<file path="src/rtl/noc_output_port_arbiter_pkg.sv">
// Shared types and helpers for the NoC output-port arbiter.
// Pure declarations: no clocked logic and no flow control.
package noc_arb_pkg;

  typedef enum logic {
    IDLE   = 1'b0,
    LOCKED = 1'b1
  } arb_state_t;

  localparam int DEFAULT_CREDIT_DEPTH    = 1;
  localparam int DEFAULT_WATCHDOG_CYCLES = 255;

  function automatic int unsigned ptr_inc(input int unsigned ptr, input int unsigned n);
    return (ptr + 1 >= n) ? 0 : ptr + 1;
  endfunction

endpackage

</file>
<file path="src/rtl/noc_output_port_arbiter_if.sv">
// Request/grant/credit bundle between input ports, crossbar and one output-port arbiter.
// The arbiter sits on the slave modport; the input-port side drives the master modport.
interface noc_output_port_arbiter_if #(
  parameter int NUM_INPUTS   = 5,
  parameter int CREDIT_DEPTH = 1,
  parameter int SEL_WIDTH    = $clog2(NUM_INPUTS),
  parameter int CNT_WIDTH    = $clog2(CREDIT_DEPTH + 1)
);
  logic [NUM_INPUTS-1:0] in_valid;
  logic [NUM_INPUTS-1:0] in_is_tail;
  logic [NUM_INPUTS-1:0] disable_turn;
  logic                  credit_in;
  logic [NUM_INPUTS-1:0] in_pop;
  logic                  grant_valid;
  logic [SEL_WIDTH-1:0]  grant_sel;
  logic                  send_out;
  logic [CNT_WIDTH-1:0]  credit_count;
  logic                  credit_overflow;
  logic                  watchdog_err;

  modport master (
    output in_valid, in_is_tail, disable_turn, credit_in,
    input  in_pop, grant_valid, grant_sel, send_out, credit_count, credit_overflow, watchdog_err
  );

  modport slave (
    input  in_valid, in_is_tail, disable_turn, credit_in,
    output in_pop, grant_valid, grant_sel, send_out, credit_count, credit_overflow, watchdog_err
  );
endinterface

</file>
<file path="src/rtl/noc_output_port_arbiter_picker.sv">
// Round-robin priority picker: first set elig bit at or after rr_ptr, wrapping.
// Purely combinational; no backpressure.
module rr_priority_picker #(
  parameter int N         = 5,
  parameter int SEL_WIDTH = $clog2(N)
) (
  input  logic [N-1:0]         elig,
  input  logic [SEL_WIDTH-1:0] rr_ptr,
  output logic                 any_valid,
  output logic [SEL_WIDTH-1:0] pick
);
  always_comb begin
    int idx;
    any_valid = |elig;
    pick      = '0;
    idx       = 0;
    // Scan from the farthest offset down so the nearest eligible index wins.
    for (int k = N - 1; k >= 0; k--) begin
      idx = (int'(rr_ptr) + k) % N;
      if (elig[idx]) pick = SEL_WIDTH'(idx);
    end
  end
endmodule

</file>
<file path="src/rtl/noc_output_port_arbiter.sv">
// Wormhole round-robin output-port arbiter with downstream credit tracking; optional NOC_ARB_WATCHDOG_EN stall watchdog.
// Grant 1 cycle after request; pops stall (lock held) while credits are 0 or the owner's valid is low.
module noc_output_port_arbiter
  import noc_arb_pkg::*;
#(
  parameter int NUM_INPUTS      = 5,
  parameter int CREDIT_DEPTH    = DEFAULT_CREDIT_DEPTH,
  parameter int SEL_WIDTH       = $clog2(NUM_INPUTS),
  parameter int CNT_WIDTH       = $clog2(CREDIT_DEPTH + 1),
  parameter int WATCHDOG_CYCLES = DEFAULT_WATCHDOG_CYCLES
) (
  input logic                   clk_noc,
  input logic                   rst_noc_sync,
  noc_output_port_arbiter_if.slave arb
);
  localparam logic [CNT_WIDTH-1:0] CRED_FULL = CNT_WIDTH'(CREDIT_DEPTH);

  arb_state_t            state, state_nxt;
  logic [SEL_WIDTH-1:0]  sel_q, sel_nxt;
  logic [SEL_WIDTH-1:0]  rr_ptr, rr_nxt;
  logic [CNT_WIDTH-1:0]  cred_q, cred_nxt;
  logic                  ovf_q, ovf_nxt;
  logic [NUM_INPUTS-1:0] elig;
  logic                  any_valid;
  logic [SEL_WIDTH-1:0]  pick;
  logic                  pop;
  logic                  wd_fire;

  assign elig = arb.in_valid & ~arb.disable_turn;

  rr_priority_picker #(.N(NUM_INPUTS), .SEL_WIDTH(SEL_WIDTH)) u_picker (
    .elig      (elig),
    .rr_ptr    (rr_ptr),
    .any_valid (any_valid),
    .pick      (pick)
  );

  assign pop = !rst_noc_sync && (state == LOCKED) && arb.in_valid[sel_q] && (cred_q != '0);

`ifdef NOC_ARB_WATCHDOG_EN
  localparam int WD_WIDTH = $clog2(WATCHDOG_CYCLES + 1);
  logic [WD_WIDTH-1:0] wd_cnt, wd_nxt;
  logic                wd_err_q;
  logic                stall;

  always_comb begin
    stall   = (state == LOCKED) && !arb.in_valid[sel_q];
    wd_fire = stall && (wd_cnt == WD_WIDTH'(WATCHDOG_CYCLES - 1));
    wd_nxt  = wd_cnt;
    if (state != LOCKED || pop || wd_fire) wd_nxt = '0;
    else if (stall)                        wd_nxt = wd_cnt + WD_WIDTH'(1);
  end

  always_ff @(posedge clk_noc) begin
    if (rst_noc_sync) begin
      wd_cnt   <= '0;
      wd_err_q <= 1'b0;
    end else begin
      wd_cnt <= wd_nxt;
      if (wd_fire) wd_err_q <= 1'b1;
    end
  end

  assign arb.watchdog_err = wd_err_q;
`else
  assign wd_fire          = 1'b0;
  assign arb.watchdog_err = (WATCHDOG_CYCLES < 0);
`endif

  always_comb begin
    state_nxt = state;
    sel_nxt   = sel_q;
    rr_nxt    = rr_ptr;
    case (state)
      IDLE: begin
        if (any_valid) begin
          state_nxt = LOCKED;
          sel_nxt   = pick;
        end
      end
      LOCKED: begin
        // The turn mask is deliberately ignored here: a packet in flight is never cut.
        if ((pop && arb.in_is_tail[sel_q]) || wd_fire) begin
          state_nxt = IDLE;
          rr_nxt    = SEL_WIDTH'(ptr_inc(32'(sel_q), NUM_INPUTS));
        end
      end
      default: state_nxt = IDLE;
    endcase
  end

  always_comb begin
    cred_nxt = cred_q;
    ovf_nxt  = ovf_q;
    if (pop && !arb.credit_in) begin
      cred_nxt = cred_q - CNT_WIDTH'(1);
    end else if (!pop && arb.credit_in) begin
      if (cred_q == CRED_FULL) ovf_nxt  = 1'b1;
      else                     cred_nxt = cred_q + CNT_WIDTH'(1);
    end
  end

  always_ff @(posedge clk_noc) begin
    if (rst_noc_sync) begin
      state  <= IDLE;
      sel_q  <= '0;
      rr_ptr <= '0;
      cred_q <= CRED_FULL;
      ovf_q  <= 1'b0;
    end else begin
      state  <= state_nxt;
      sel_q  <= sel_nxt;
      rr_ptr <= rr_nxt;
      cred_q <= cred_nxt;
      ovf_q  <= ovf_nxt;
    end
  end

  assign arb.in_pop          = pop ? (NUM_INPUTS'(1) << sel_q) : '0;
  assign arb.send_out        = pop;
  assign arb.grant_valid     = (state == LOCKED);
  assign arb.grant_sel       = sel_q;
  assign arb.credit_count    = cred_q;
  assign arb.credit_overflow = ovf_q;
endmodule

</file>
<file path="src/flat_wrapper.sv">
// flat-port wrapper written by rule: the top's interface ports become plain ports
module noc_output_port_arbiter_flat import noc_arb_pkg::*;
#(
  parameter int NUM_INPUTS      = 5,
  parameter int CREDIT_DEPTH    = DEFAULT_CREDIT_DEPTH,
  parameter int SEL_WIDTH       = $clog2(NUM_INPUTS),
  parameter int CNT_WIDTH       = $clog2(CREDIT_DEPTH + 1),
  parameter int WATCHDOG_CYCLES = DEFAULT_WATCHDOG_CYCLES
)
  (clk_noc, rst_noc_sync, arb_in_valid, arb_in_is_tail, arb_disable_turn, arb_credit_in, arb_in_pop, arb_grant_valid, arb_grant_sel, arb_send_out, arb_credit_count, arb_credit_overflow, arb_watchdog_err);
  noc_output_port_arbiter_if #(.NUM_INPUTS(NUM_INPUTS), .CREDIT_DEPTH(CREDIT_DEPTH), .SEL_WIDTH(SEL_WIDTH), .CNT_WIDTH(CNT_WIDTH)) arb_i ();
  input logic clk_noc;
  input logic rst_noc_sync;
  input wire logic [$bits(arb_i.in_valid)-1:0] arb_in_valid;
  input wire logic [$bits(arb_i.in_is_tail)-1:0] arb_in_is_tail;
  input wire logic [$bits(arb_i.disable_turn)-1:0] arb_disable_turn;
  input wire logic [$bits(arb_i.credit_in)-1:0] arb_credit_in;
  output wire logic [$bits(arb_i.in_pop)-1:0] arb_in_pop;
  output wire logic [$bits(arb_i.grant_valid)-1:0] arb_grant_valid;
  output wire logic [$bits(arb_i.grant_sel)-1:0] arb_grant_sel;
  output wire logic [$bits(arb_i.send_out)-1:0] arb_send_out;
  output wire logic [$bits(arb_i.credit_count)-1:0] arb_credit_count;
  output wire logic [$bits(arb_i.credit_overflow)-1:0] arb_credit_overflow;
  output wire logic [$bits(arb_i.watchdog_err)-1:0] arb_watchdog_err;
  assign arb_i.in_valid = arb_in_valid;
  assign arb_i.in_is_tail = arb_in_is_tail;
  assign arb_i.disable_turn = arb_disable_turn;
  assign arb_i.credit_in = arb_credit_in;
  assign arb_in_pop = arb_i.in_pop;
  assign arb_grant_valid = arb_i.grant_valid;
  assign arb_grant_sel = arb_i.grant_sel;
  assign arb_send_out = arb_i.send_out;
  assign arb_credit_count = arb_i.credit_count;
  assign arb_credit_overflow = arb_i.credit_overflow;
  assign arb_watchdog_err = arb_i.watchdog_err;
  noc_output_port_arbiter #(.NUM_INPUTS(NUM_INPUTS), .CREDIT_DEPTH(CREDIT_DEPTH), .SEL_WIDTH(SEL_WIDTH), .CNT_WIDTH(CNT_WIDTH), .WATCHDOG_CYCLES(WATCHDOG_CYCLES)) u_core (.clk_noc(clk_noc), .rst_noc_sync(rst_noc_sync), .arb(arb_i));
endmodule
</file>
<file path="config.mk">
export PLATFORM = sky130hd
export DESIGN_NAME = noc_output_port_arbiter_flat
export DESIGN_NICKNAME = d
export VERILOG_FILES = /design/src/rtl/noc_output_port_arbiter_pkg.sv /design/src/rtl/noc_output_port_arbiter_if.sv /design/src/rtl/noc_output_port_arbiter_picker.sv /design/src/rtl/noc_output_port_arbiter.sv /design/src/flat_wrapper.sv
export SDC_FILE = /design/constraint.sdc
export NUM_CORES = 1
export LEC_CHECK = 0
export ABC_AREA = 0
export CAP_MARGIN = 30
export CELL_PAD_IN_SITES_DETAIL_PLACEMENT = 0
export CELL_PAD_IN_SITES_GLOBAL_PLACEMENT = 1
export CORE_MARGIN = 2
export CORE_UTILIZATION = 35
export DETAILED_ROUTE_END_ITERATION = 10
export GPL_ROUTABILITY_DRIVEN = 0
export HOLD_SLACK_MARGIN = 0.06
export PLACE_DENSITY = 0.73
export RECOVER_POWER = 100
export SYNTH_ARGS = -nofsm -noshare
export SYNTH_HDL_FRONTEND = slang
export SYNTH_HIERARCHICAL = 1
export SYNTH_SLANG_ARGS = --single-unit
</file>
<file path="constraint.sdc">
create_clock -name clk_noc -period 4.9 [get_ports clk_noc]
set_input_delay 0.49 -clock clk_noc [delete_from_list [all_inputs] [get_ports clk_noc]]
set_output_delay 0.49 -clock clk_noc [all_outputs]
set_load 0.005 [all_outputs]
</file>
==> results.cfg, run 1 <==
[run_status]
status = complete, no violations

[logic_synthesis]
yosys.cell_types.count = 66
synth_area_sq_um = 2128
synth_nets = 340
ys.flop_type = dfxtp_1
async_reset_ff_share_pct = 0
synth-edff-count = 0
ys_seq_area_share_pct = 8.466
synth-warning-count = 6
syn_area_per_cell_sq_um = 7.215
ys_ff_latch = 9
synthCells = 295

[global_route]
grt_pass1_vias = 1913
grt_max_degree = 30
antenna_found_initial = 0
grt.total_usage_pct = 16.95
grt_first_pass_wirelength_mm = 9.177
grt.overflow.total = 0

[pwr]
peakVddDrop_mv = 0.07807
power-per-cell-area_nw_per_um2 = 140.2
p_leak_nw = 1.000

[worst_setup_path]
required_ns = 5.07
crit_slowest_cell = or4_1
crit_chain = inv_1 -> ha_1 -> inv_1 -> ha_1 -> o21ai_0 -> mux2_4 -> ha_1 -> or4_1 -> a21oi_1 -> nor2_1 -> a32o_1 -> or3_1 -> o211ai_1 -> a31o_1 -> a21oi_1 -> nor2_1
cp-startpoint = u_core/rr_ptr[1]$_SDFFE_PP0P_
cp_num_buf_inv = 2
crit_fanout = 12
critPathMaxStageDelay_ns = 0.51
path_class = flop to flop
startpoint_type = flop
crit_path_frequent_cell = ha_1
cp-end-kind = flop
worstPathArrival_ns = 4.54
critPathTopFamily = simple AND/OR/NAND/NOR gates
r2r_start = u_core/rr_ptr[1]$_SDFFE_PP0P_

[sta]
max_freq_mhz = 228.9
setup_tns_ns = 0
finalMaxSlewViolations = 0
slew_headroom_pct = 45.93
fin_crit_sh_pct = 89.14
clock_skew_ns = 0.008343
grt_setup_unrepaired = false
setup_viol = 0
tightest_slew_ns = 0.8093
period_minus_slack_ns = 4.368
finalHoldViolCount = 0
finalHoldWorstSlack_ns = 0.4651
setup_slack_ns = 0.5319

[die]
die_x_um = 81.98
rows = 28
die_h_um = 81.98
die-area_sq_um = 6721
coreArea_sq_um = 5886
ios = 31
initial_core_util_pct = 36.16

[placed_design]
dp_slack_ns = 0.5673
place_hpwl_mm = 4.360
port_buffers = 29

[clocking]
cts_htree_levels = 1
cts_buffers = 3
cts_post_setup_buffers_inserted = 0
clock_latency_ns = 0.24
hold_buffers = 0
cts_resized = 0
cts_sinks = 9
clk_path_buf_depth = 2
cts_tree = yes
clk_pin_slew_worst_paths_ns = 0.05
cts-root-buf = clkbuf_8

[layout]
final_cell_mix = ha_1, nor2_1, a21oi_1
synthToLayoutAreaGrowth_pct = 17.05
nets = 360
antenna_cells = 0
final_layout_size_suffix_gt1_share_pct = 6.369
final_common_cell = ha_1

[detailed_routing]
firstDrtPassIters = 5
num_vias = 2265
drcViolationCount = 0
totalWireLength_mm = 5.706
avgViaCountPerCell = 5.823
postRouteAntennaNets = 0
wl_per_cell_um = 14.67
drt_iter0_markers = 222

[min_path]
min_from = u_core/arb.credit_overflow$_SDFFE_PP0P_
hold_class = flop to flop

[run]
maxCapViolCount = 0
## state kept, by name, summed over array words and instances (netlist names)
signal,count
u_core/arb.credit_count,1
u_core/arb.credit_overflow,1
u_core/arb.grant_sel,3
u_core/arb.grant_valid,1
u_core/rr_ptr,3
## path summary, 6_finish.rpt
kind | endpoint | slack (ns) | cells past startpoint
setup / recovery | u_core/arb.grant_sel[1]$_SDFFE_PP0P_ | 0.53 | 16
hold / removal | u_core/arb.credit_overflow$_SDFFE_PP0P_ | 0.47 | 2
setup reg to reg | u_core/arb.grant_sel[1]$_SDFFE_PP0P_ | 0.53 | 16
hold reg to reg | u_core/arb.credit_overflow$_SDFFE_PP0P_ | 0.47 | 2
## metrics by stage
step | power, W | util (%) | cell area (sq um) | cells
6_report | 0.0003493 | 42.33 | 2491 | 389
5_1_grt | 0.0003774 | 42.33 | 2491 | 389
4_1_cts | 0.0003538 | 42.39 | 2495 | 389
3_5_place_dp | 0.0002632 | 41.60 | 2449 | 385
3_3_place_gp | 0.0002645 | 41.60 | 2449 | 385
2_1_floorplan | 0.0002120 | - | 2128 | 295
## layer usage
| layer | part of all wire (%) | wire length [um] | global-route usage (%) |
|---|---|---|---|
| met5 | 0 | 0 | 0 |
| met1 | 50 | 2825 | 25.66 |
| met4 | 0.56 | 32 | 2.500 |
| met3 | 5.5 | 316 | 1.868 |
| met2 | 44 | 2531 | 26.02 |
## cells by family after synthesis
| group | count (synthesis) | synth area share, % |
|---|---|---|
| compound gates | 88 | 27.93 |
| xor+xnor | 7 | 3.234 |
| fa+ha+maj | 27 | 15.87 |
| buf+inv | 37 | 7.583 |
| flops | 9 | 8.465 |
| mux | 23 | 11.23 |
| other cells | 1 | 0.1762 |
| simple gates | 103 | 25.51 |
## Yosys cell counts (2+ instances only)
| cell type | number | share of area, % |
|---|---|---|
| inv_1 | 19 | 3.4 |
| o21ai_0 | 16 | 3.8 |
| a31oi_1 | 6 | 1.8 |
| clkbuf_1 | 9 | 1.6 |
| a211o_1 | 2 | 0.82 |
| nand2b_1 | 8 | 2.4 |
| nand2_1 | 18 | 3.2 |
| a211oi_1 | 2 | 0.71 |
| nand4_1 | 3 | 0.88 |
| and3_1 | 3 | 0.88 |
| buf_2 | 3 | 0.71 |
| dfxtp_1 | 9 | 8.5 |
| a221o_1 | 2 | 0.94 |
| nor2b_1 | 10 | 2.9 |
| ha_1 | 27 | 16 |
| o21bai_1 | 3 | 1.1 |
| nor2_1 | 26 | 4.6 |
| nand3b_1 | 3 | 1.1 |
| o211ai_1 | 4 | 1.4 |
| nand3_1 | 3 | 0.71 |
| mux2i_1 | 19 | 8.9 |
| xnor2_1 | 5 | 2.1 |
| nor4_1 | 3 | 0.88 |
| and2_1 | 7 | 2.1 |
| mux2_2 | 3 | 1.6 |
| o41ai_1 | 2 | 0.82 |
| or3_1 | 3 | 0.88 |
| a21o_1 | 3 | 1.1 |
| a21oi_1 | 24 | 5.6 |
| a22oi_1 | 2 | 0.71 |
| nor3_1 | 7 | 1.6 |
| or2_2 | 3 | 0.88 |
| buf_4 | 3 | 1.1 |
| a32oi_1 | 2 | 0.82 |
| a2bb2oi_1 | 2 | 0.82 |
## area by class of cell
class                   instances  area, sq um
clock buffers                   3        41.29
clock inverters                 1        5.005
fillers                       622         3395
inverters                      20        75.07
multi-input cells             249         1783
flip-flops and latches          9        180.2
well taps                      75        93.84
repair buffers                 32        312.8
## report_power, final
part / switching [W] / internal, W
Sequential: 0.00000836 / 0.0000781
Combinational: 0.0000952 / 0.0000799
Clock: 0.0000320 / 0.0000557
Total: 0.000136 / 0.000214
## worst register-to-register path: stages (launching register included)
cell and delay [ns]:
dfxtp_1 0.44, inv_1 0.32, ha_1 0.30, inv_1 0.12
ha_1 0.47, o21ai_0 0.13, mux2_4 0.33, ha_1 0.27
or4_1 0.51, a21oi_1 0.20, nor2_1 0.10, a32o_1 0.29
or3_1 0.38, o211ai_1 0.16, a31o_1 0.15, a21oi_1 0.06
nor2_1 0.08
(Power assumes the default switching activity.)
==> run 2, diff against run 1 <==
- CAP_MARGIN: 30 -> unset
- SKIP_LAST_GASP: unset -> 1
==> results of run 2 <==
No change in the layout: final DEF, timing and power equal those of run 1.
==> RTL edit 1: new RTL, flow settings as in run 2 <==
Add a define of `NOC_ARB_WATCHDOG_EN`.
--- a/src/rtl/noc_output_port_arbiter.sv
+++ b/src/rtl/noc_output_port_arbiter.sv
@@ -2,2 +2,4 @@
 // Grant 1 cycle after request; pops stall (lock held) while credits are 0 or the owner's valid is low.
+`define NOC_ARB_WATCHDOG_EN
+
 module noc_output_port_arbiter
Behaviour: same outputs for any inputs over 4 cycles, from zero or initial values and one cycle with rst_noc_sync high; that may be too few to reach the edited logic, so the function may still have changed.
==> RTL edit 1 against run 2 <==
- area after synthesis up 22%
- sequential cell count is 9 higher
- cell area increased by 21%
- total power is 35% higher
- routed wire length grew 20%
- global-route usage shrank 0.31 points
- setup slack gained 0.033 ns
- first-iteration DRC count shrank 47%
- combinational power grew 6%
- critical endpoint is now u_core/arb.grant_sel[0]
==> RTL edit 1: results <==
run_status:
  status: "finished, final reports clean"
power_and_ir_drop:
  vdd_ir_drop_max_mv: 0.0996
  p_leak_nw: 1.21
  swShare_pct: 34.9
detailed_routing:
  first_pass_iters: 5
  highest_layer: "met4"
  met1_length_um: 3260
  met2_length_um: 3250
  wl_per_cell_um: 14.4
  vias_per_cell: 5.45
  drt_iter0_markers: 118
  wl_met3_um: 269
global_routing:
  grt_pass1_wl_um: 11600
  grt_pass1_vias: 2447
  grt_use_total_pct: 16.6
  grt_start_max_net_pins: 30
  antenna_found_initial: 0
placed_design:
  hpwl_um: 5290
  placed_cell_area_um2: 2990
  dpl_worst_slack_ns: 0.736
  port_buffers: 30
final_layout:
  nNetsFinal: 422
  fin_cells: 473
  regMostFlops: "u_core/wd_cnt"
  fill_cells: 777
  drive_above_1_share_pct: 6.15
synth:
  async_flop_share_pct: 0
  synth_area_leaders: "ha_1 (14%), dfxtp_1 (14%), mux2i_1 (6.9%)"
  synth.most_common_cell: "nor2_1"
  netlist_instances: 352
  ys_types: 69
  syn_nets: 399
  seq_area_frac_synth_pct: 13.8
  synth_common_cells: "nor2_1 (30), ha_1 (29), a21oi_1 (28)"
worst_setup_path:
  arrival_ns: 4.52
  crit_family: "compound AO/OA/AOI/OAI gates"
  crit_path_max_fanout: 11
timing:
  tightest_slew_ns: 0.761
  finClkSkew_ns: 0.00164
worst_hold_path:
  hp-class: "flop to flop"
clock_tree:
  cts_resized: 0
  clk_pin_slew_ns: 0.07
-- RTL edit 1: area by class of cell --
cell class	instances	area (um2)	share of cell area, %
Multi-Input combinational cell	293	2050	68.0
Sequential cell	18	360	11.9
Timing Repair Buffer	35	338	11.2
Tap cell	99	124	4.10
Inverter	24	90.1	2.98
Clock buffer	4	55.1	1.82
-- RTL edit 1: final timing paths --
check	from	end	slack (ns)	cells after the start
setup / recovery	u_core/rr_ptr[1]	u_core/arb.grant_sel[0]	0.57	16
hold / removal	u_core/arb.watchdog_err	u_core/arb.watchdog_err	0.45	2
setup reg to reg	u_core/rr_ptr[1]	u_core/arb.grant_sel[0]	0.57	16
hold reg to reg	u_core/arb.watchdog_err	u_core/arb.watchdog_err	0.45	2
-- RTL edit 1: power groups by stage --
stage,Clock (W),Sequential [W],Combinational (W)
4_1_cts,0.000125,0.000164,0.000191
3_3_place_gp,0,0.000167,0.000190
6_report,0.000123,0.000163,0.000186
2_1_floorplan,0,0.000162,0.000137
5_1_grt,0.000132,0.000165,0.000207
3_5_place_dp,0,0.000167,0.000190
-- RTL edit 1: per-layer routing --
metal	vias up	GRT usage [%]
met1	1188	22.4
met4	0	3.46
met3	4	1.42
li1	1319	-
met5	-	0
met2	65	29.1
-- RTL edit 1: logic make-up (layout without fill, tap and decap cells) --
family / Yosys count / in the layout / share of synthesized area (%)
compound gates: 100 / 100 / 26.1
xor+xnor: 10 / 10 / 3.65
fa+ha+maj: 29 / 29 / 13.9
buf+inv: 41 / 63 / 6.29
flops: 18 / 18 / 13.8
mux: 24 / 24 / 9.66
simple gates: 130 / 130 / 26.5
==> RTL edit 2: new RTL, config.mk and constraints of run 2 <==
Without the edit above. `NUM_INPUTS` is set to 5 in 3 places; all go to 10.
--- a/src/rtl/noc_output_port_arbiter_if.sv
+++ b/src/rtl/noc_output_port_arbiter_if.sv
@@ -3,3 +3,3 @@
 interface noc_output_port_arbiter_if #(
-  parameter int NUM_INPUTS   = 5,
+  parameter int NUM_INPUTS   = 10,
   parameter int CREDIT_DEPTH = 1,
--- a/src/rtl/noc_output_port_arbiter.sv
+++ b/src/rtl/noc_output_port_arbiter.sv
@@ -5,3 +5,3 @@
 #(
-  parameter int NUM_INPUTS      = 5,
+  parameter int NUM_INPUTS      = 10,
   parameter int CREDIT_DEPTH    = DEFAULT_CREDIT_DEPTH,
--- a/src/flat_wrapper.sv
+++ b/src/flat_wrapper.sv
@@ -3,3 +3,3 @@
 #(
-  parameter int NUM_INPUTS      = 5,
+  parameter int NUM_INPUTS      = 10,
   parameter int CREDIT_DEPTH    = DEFAULT_CREDIT_DEPTH,
Interface: changed (5 resized); port bits go from 31 to 52. No check against the original RTL was run, so the function may have changed too.
==> RTL edit 2 against run 2 <==
- setup slack got worse by 0.24 ns
- routed wire length rose to 2.7 times the old value
- clock skew fell by 0.0055 ns
- total power increased by 94%
- cell area rose by 120%
- non-clock buffer count increased by 39
- sequential cell count is 2 higher
- area after synthesis up 130%
==> RTL edit 2: results <==
run_status:
  status: "finished, final reports clean"
final_layout:
  signal_buffers: 71
  fill_cells: 1435
  clk_share_pct: 1.44
  seq_area_um2: 220
  multi_input_gates: 566
  seq_share_pct: 4.03
  n_clock_buffer: 4
  nNetsFinal: 763
  fin_cells: 864
  multi_input_area_share_pct: 76.0
  nonClkBufAreaFrac_pct: 12.0
synth:
  syn_nets: 724
  synth_mux_area_share_pct: 13.9
  ys_types: 109
  synth_compound_area_share_pct: 29.1
  synth_common_cells: "nor2_1 (66), a21oi_1 (49), nand2_1 (42)"
  synth_fa_ha_area_share_pct: 10.9
  yosys.area_share.xor_xnor_pct: 5.41
  synth_area_leaders: "ha_1 (11%), mux2i_1 (7.5%), nor2_1 (5.1%)"
  seq_area_frac_synth_pct: 4.57
detailed_routing:
  vias_per_cell: 6.03
  first_pass_iters: 6
timing:
  maxSlewHeadroom_pct: 24.9
  finClkSkew_ns: 0.00288
worst_setup_path:
  cp_slowest_cell: "xnor2_1"
  crit_family: "compound AO/OA/AOI/OAI gates"
  r2r_slack_ns: 0.29
  crit_path_max_fanout: 14
  cpPeakStageDelay_ns: 0.61
power_and_ir_drop:
  p_leak_nw: 2.08
  p_comb_w: 0.000410
  p_switching_w: 0.000288
  vdd_ir_drop_max_mv: 0.0871
placed_design:
  dpl_worst_slack_ns: 0.382
  port_buffers: 50
  hpwl_um: 12400
  placed_cell_area_um2: 5410
global_routing:
  grt_pass1_wl_um: 25300
  grt_pass1_vias: 5080
  grt_start_max_net_pins: 27
floorplanning:
  std_cell_rows: 42
RTL edit 2: cell types whose count changed after synthesis, moves of 7 or more:
| cell | delta |
|---|---|
| a21oi_1 | +25 |
| ha_1 | +14 |
| xnor2_1 | +13 |
| nand2_1 | +24 |
| inv_1 | +12 |
| nor2b_1 | +11 |
| nand3_1 | +7 |
| nor2_1 | +40 |
| nor3_1 | +13 |
| buf_6 | +8 |
| nor4_1 | +14 |
| o21ai_0 | +16 |
| mux2i_1 | +17 |
RTL edit 2: per-layer routing:
| metal | GRT usage (%) | wire [um] | up-vias |
|---|---|---|---|
| li1 | - | - | 2514 |
| met1 | 28.6 | 7110 | 2491 |
| met2 | 36.2 | 7260 | 183 |
| met3 | 2.26 | 908 | 23 |
| met4 | 4.31 | 272 | 0 |
| met5 | 0 | 0 | - |
RTL edit 2: worst min-delay path, cell delays in order (launching register included):
cell     delay (ns)
dfxtp_1        0.32
a31oi_1        0.04
nor2_1         0.07
